File: src/rtl/cnt60_second.sv
// Seconds stage of the digital clock: 1 Hz prescaler, BCD 00-59 counter with minute carry,
// and a synchronised, debounced key that steps the seconds while in setting mode.
module cnt60_second #(
   parameter int unsigned TICK_DIV        = 100_000_000,
   parameter int unsigned DEBOUNCE_CYCLES = 1_000_000
) (
   input  logic       clk,
   input  logic       CLR_n,
   input  logic       isSetting,
   input  logic       second_setting,
   output logic [3:0] sec_one,
   output logic [3:0] sec_ten,
   output logic       bit6,
   output logic       tick
);

   localparam int unsigned PW  = (TICK_DIV > 1) ? $clog2(TICK_DIV) : 1;
   localparam int unsigned DCW = (DEBOUNCE_CYCLES > 1) ? $clog2(DEBOUNCE_CYCLES) : 1;

   logic [PW-1:0]  presc_q, presc_d;
   logic [3:0]     one_q, one_d, ten_q, ten_d;
   logic           tick_q, tick_d, bit6_q, bit6_d;
   logic           sync1_q, sync1_d, sync2_q, sync2_d;
   logic           deb_q, deb_d, deb_dly_q, deb_dly_d;
   logic [DCW-1:0] deb_cnt_q, deb_cnt_d;

   logic           press;
   logic           at_59;
   logic [3:0]     adv_one, adv_ten;

   // Key path: any cycle where s2 matches the accepted level restarts the stability count.
   always_comb begin
      sync1_d   = second_setting;
      sync2_d   = sync1_q;
      deb_dly_d = deb_q;
      deb_d     = deb_q;
      deb_cnt_d = '0;
      if (sync2_q != deb_q) begin
         if (deb_cnt_q == DCW'(DEBOUNCE_CYCLES - 1)) begin
            deb_d = sync2_q;
         end else begin
            deb_cnt_d = deb_cnt_q + DCW'(1);
         end
      end
   end

   assign press = deb_q & ~deb_dly_q;
   assign at_59 = (ten_q == 4'd5) && (one_q == 4'd9);

   always_comb begin
      adv_one = one_q + 4'd1;
      adv_ten = ten_q;
      if (one_q == 4'd9) begin
         adv_one = '0;
         adv_ten = (ten_q == 4'd5) ? 4'd0 : ten_q + 4'd1;
      end
   end

   // Setting mode holds the prescaler and suppresses tick/bit6, so a set-mode wrap never carries.
   always_comb begin
      presc_d = presc_q + PW'(1);
      one_d   = one_q;
      ten_d   = ten_q;
      tick_d  = 1'b0;
      bit6_d  = 1'b0;
      if (isSetting) begin
         presc_d = '0;
         if (press) begin
            one_d = adv_one;
            ten_d = adv_ten;
         end
      end else if (presc_q == PW'(TICK_DIV - 1)) begin
         presc_d = '0;
         tick_d  = 1'b1;
         bit6_d  = at_59;
         one_d   = adv_one;
         ten_d   = adv_ten;
      end
   end

   always_ff @(posedge clk) begin
      if (CLR_n) begin
         presc_q   <= '0;
         one_q     <= '0;
         ten_q     <= '0;
         tick_q    <= 1'b0;
         bit6_q    <= 1'b0;
         sync1_q   <= 1'b0;
         sync2_q   <= 1'b0;
         deb_q     <= 1'b0;
         deb_dly_q <= 1'b0;
         deb_cnt_q <= '0;
      end else begin
         presc_q   <= presc_d;
         one_q     <= one_d;
         ten_q     <= ten_d;
         tick_q    <= tick_d;
         bit6_q    <= bit6_d;
         sync1_q   <= sync1_d;
         sync2_q   <= sync2_d;
         deb_q     <= deb_d;
         deb_dly_q <= deb_dly_d;
         deb_cnt_q <= deb_cnt_d;
      end
   end

   assign sec_one = one_q;
   assign sec_ten = ten_q;
   assign tick    = tick_q;
   assign bit6    = bit6_q;

endmodule

File: config.mk
export PLATFORM = sky130hd
export DESIGN_NAME = cnt60_second
export DESIGN_NICKNAME = d
export VERILOG_FILES = /design/src/rtl/cnt60_second.sv
export SDC_FILE = /design/constraint.sdc
export NUM_CORES = 1
export LEC_CHECK = 0
export CAP_MARGIN = 0
export CELL_PAD_IN_SITES_DETAIL_PLACEMENT = 0
export CELL_PAD_IN_SITES_GLOBAL_PLACEMENT = 1
export CORE_ASPECT_RATIO = 1.25
export CORE_MARGIN = 4
export CORE_UTILIZATION = 35
export DETAILED_ROUTE_END_ITERATION = 16
export GPL_TIMING_DRIVEN = 0
export HOLD_SLACK_MARGIN = 0.12
export PLACE_DENSITY_LB_ADDON = 0.1
export SLEW_MARGIN = 20
export SYNTH_ARGS = -nofsm -noshare
export SYNTH_HDL_FRONTEND = slang
export SYNTH_SLANG_ARGS = --single-unit
File: constraint.sdc
create_clock -name clk -period 6.8 [get_ports clk]
set_input_delay 2.04 -clock clk [delete_from_list [all_inputs] [get_ports clk]]
set_output_delay 2.04 -clock clk [all_outputs]
set_load 0.01 [all_outputs]
Word-level counts from Yosys, hierarchy flattened
Index checks and enable logic that the tools add are counted.
{"block": "op_classes", "n_addsub": 4, "eq_ne": 6, "mux": 10, "n_bitwise": 4, "reduce_logical": 8}
{"operator": "2-to-1 mux 4 bit", "n": 9}
{"operator": "adder 27 x 1 -> 27 bit (second input constant)", "n": 1}
{"operator": "== test 27 bit (second input constant)", "n": 1}
{"operator": "adder 20 x 1 -> 20 bit (second input constant)", "n": 1}
{"operator": "== test 20 bit (second input constant)", "n": 1}
{"operator": "OR reduction 3 bit", "n": 3}
{"operator": "adder 4 x 1 -> 4 bit (second input constant)", "n": 2}
{"operator": "== test 4 x 3 -> 1 bit (second input constant)", "n": 1}
{"operator": "== test 4 bit (second input constant)", "n": 1}
{"operator": "AND reduction 2 bit", "n": 2}
{"operator": "inverter 1 bit", "n": 3}
{"operator": "!= test 2 x 1 -> 1 bit (second input constant)", "n": 1}
{"operator": "nonzero test 2 bit", "n": 1}
{"operator": "OR reduction 2 bit", "n": 1}
{"operator": "AND 1 bit", "n": 1}
{"operator": "logical AND 1 bit", "n": 1}
{"operator": "2-to-1 mux 1 bit", "n": 1}
{"operator": "!= test 1 bit", "n": 1}
{"block": "word_totals", "register_bits": 61, "elab_cells": 42}

Depth between registers and ports, before layout
{"block": "depth", "depth_word": 5, "ltp_mapped": 8}

Worst setup path after synthesis
No wires, ideal clock.
{"block": "synth_timing", "kind": "input -> register", "startpoint": "in isSetting", "endpoint": "reg ten_q[0] (netlist: sec_ten[0])", "setup_time_ps": 121, "arrival_time_ps": 3387, "t_required_ps": 6679, "path_slack_ps": 3292, "stages": 4, "cell_sequence": "or4_1 -> o21ai_0 -> and3_1 -> mux2_2"}
{"block": "synth_via", "elab_chain_len": 2, "word_cells_on_any_way": 4, "classes_between": "eq/ne: 1; mux: 1; reduce/logical: 2"}
{"item": "from (decl)", "line_no": "9", "rtl": "input logic isSetting,"}
{"item": "!= test 2 x 1 -> 1 bit (no line) or nonzero test 2 bit (tied branches)"}
{"item": "AND reduction 2 bit (no line)"}
{"item": "to (signal assigned)", "line_no": "96", "rtl": "ten_q <= ten_d;"}
{"item": "to (decl)", "line_no": "21", "rtl": "logic [3:0] one_q, one_d, ten_q, ten_d;"}
Parallel ways exist; a longest one is shown, timed or not.
A chain may end at the register's enable or synchronous reset.

Worst setup path after layout
Same ends and word-level chain as after synthesis.

==> impl_metrics.yaml <==
floorplan:
  die_x_um: 85.9
  rows: 35
  boundaryPins: 14
  die_y_um: 105
  core_um2: 7400
  die-area_um2: 9060
  initial_core_util_pct: 35.9
setup_path:
  worstSetupPathType: "primary input to flip-flop"
  end_kind: "flip-flop"
  startpoint: "isSetting"
  cp_max_fo: 5
  regToRegStartpoint: "presc_q[17]"
  arrival_ns: 4.18
  startpoint_type: "primary input"
  worst_ep_required_time_ns: 7.03
clocking:
  cts_hold_buf: 0
  cts_buffers: 9
  clockBufferDepth: 2
  root_buffer: "clkbuf_8"
  clock_latency_ns: 0.34
  post_cts_buffers: 0
  htreeDepth: 3
  cts_tree: "done"
  cts.clk_slew.worst_paths_ns: 0.07
  post_cts_resized: 0
  cts_sinks: 61
sta:
  setup_tns_ns: 0
  fin_ws_ns: 2.86
  fin_crit_sh_pct: 58.0
  holdWs_ns: 0.458
  final.min_clock_period_ns: 3.94
  max_slew.worst_pin.slew_ns: 0.999
  relSlewSlack_pct: 32.9
  rsz0062_at_grt: "no"
  drv_slew: 0
  setup_viol: 0
  finalClockSkew_ns: 0.0114
  final_hold_viol_count: 0
  max_freq_ghz: 0.254
synth:
  yosys_warnings: 0
  synth_edf_count: 0
  synth_top_area_share_pct: 46.0
  synthDistinctLibCells: 36
  synthTopCellsByCount: "nor2_1 (62), dfxtp_1 (61), xnor2_1 (23)"
  syn_area_per_cell_um2: 8.80
  ys.flop_type: "dfxtp_1"
  ys_seq_elements: 61
  seq_area_frac_synth_pct: 46.0
  syn_area_um2: 2660
  synthArstFlopShare_pct: 0
  synth.most_common_cell: "nor2_1"
  synth_area_leaders: "dfxtp_1 (46%), nor2_1 (8.8%), xnor2_1 (7.6%), xor2_1 (6.9%), nand3_1 (4.0%)"
  yosysTopAreaCell: "dfxtp_1"
  syn-num-nets: 308
  synthCells: 302
route:
  firstDrtPassIters: 4
  vias: 2052
  drc_errors: 0
  route.antenna.remaining_nets: 0
  routed_wl_mm: 5.46
  wl_per_cell_um: 12.9
  vias_per_cell: 4.85
  drtIter0Drc: 83
worst_hold_path:
  hold_start: "sync1_q"
  hold_path_class: "flip-flop to flip-flop"
global_routing:
  grt_pass1_vias: 2076
  met1_usage_pct: 17.0
  grt_pass1_wl_mm: 9.69
  gr-usage-met2_pct: 20.8
  busiest_layer: "met2"
  grt_max_degree: 12
  met3_usage_pct: 2.58
  grt-ovfl-total: 0
  grt_usage_pct: 13.3
  antenna_found_initial: 0
pwr:
  finalPower_mw: 0.720
  vdd_ir_drop_max_mv: 0.109
  power_density_nw_per_um2: 231
  cellLeakagePower_nw: 0.991
placed_design:
  place_congestion: 0.762
  place_hpwl_mm: 3.80
  port_buffers: 13
  pre_cts_slack_ns: 2.48
layout:
  area_growth_pct: 17.3
  num_antenna_cells: 0
  drive_gt1_share_pct: 7.25
  nets: 332
  final_util_pct: 42.1
run_status:
  status: "finished, final reports clean"
flow_run:
  maxCapViolCount: 0
[final cells by class]
cell class | count | area (µm²)
inverter | 8 | 30.0
buffer | 6 | 33.8
sequential | 61 | 1220
clock inverter | 6 | 87.6
fill | 779 | 4280
tap | 92 | 115
multi-input combinational | 227 | 1370
clock buffer | 10 | 128
timing repair buffer | 13 | 130
[per-layer routing]
metal | wire, µm | vias up
li1 | - | 1085
met1 | 2680 | 930
met2 | 2550 | 29
met3 | 137 | 8
met4 | 90 | 0
met5 | 0 | -
[state kept, by name, summed over array words and instances (netlist names)]
signal / cells
bit6: 1
deb_cnt_q: 20
deb_dly_d: 1
deb_dly_q: 1
presc_q: 27
sec_one: 4
sec_ten: 4
sync1_q: 1
sync2_q: 1
tick: 1
[through the flow]
step	instances	cell area (µm²)
floorplan	302	2660
global placement	407	2900
detailed placement	407	2900
CTS	423	3120
global route	423	3120
finish	423	3120
[logic make-up (layout without fill, tap and decap cells)]
kind of cell,after synthesis,after routing,synth area share (%)
compound gates,18,18,4.38
xor+xnor,44,44,14.5
fa+ha+maj,2,2,0.942
buf+inv,14,43,2.40
flops,61,61,46.0
mux,2,2,0.801
simple gates,161,161,31.0
[power breakdown]
part           switching [mW]  internal [mW]
registers            0.000899          0.358
logic                 0.00712        0.00425
clock network           0.144          0.206
total                   0.152          0.568
[worst paths after layout]
| path | to | slack (ns) | cells after the start |
|---|---|---|---|
| setup / recovery | sec_ten[0] | 2.86 | 5 |
| hold / removal | sync2_q | 0.46 | 1 |
| hold reg to reg | sync2_q | 0.46 | 1 |
| setup reg to reg | presc_q[10] | 4.19 | 7 |
[cells in the final DEF (no fill, tap or decap), types with 5 or more instances in the layout]
master / count
inv_1: 8
xnor2_1: 23
nor4_1: 5
a21oi_1: 7
o21ai_0: 5
nand4_1: 9
nor2_1: 62
xor2_1: 21
clkbuf_8: 9
nor2b_1: 9
nor3_1: 6
dfxtp_1: 61
clkdlybuf4s50_1: 13
nand2_1: 18
nand3_1: 21
and3_1: 7
[worst max-delay path, cell delays in order]
cell	delay (ns)
clkdlybuf4s50_1	0.51
or4_1	0.60
o21ai_0	0.44
and3_1	0.25
mux2_2	0.33
No activity file was read; power rests on OpenSTA's default activity.
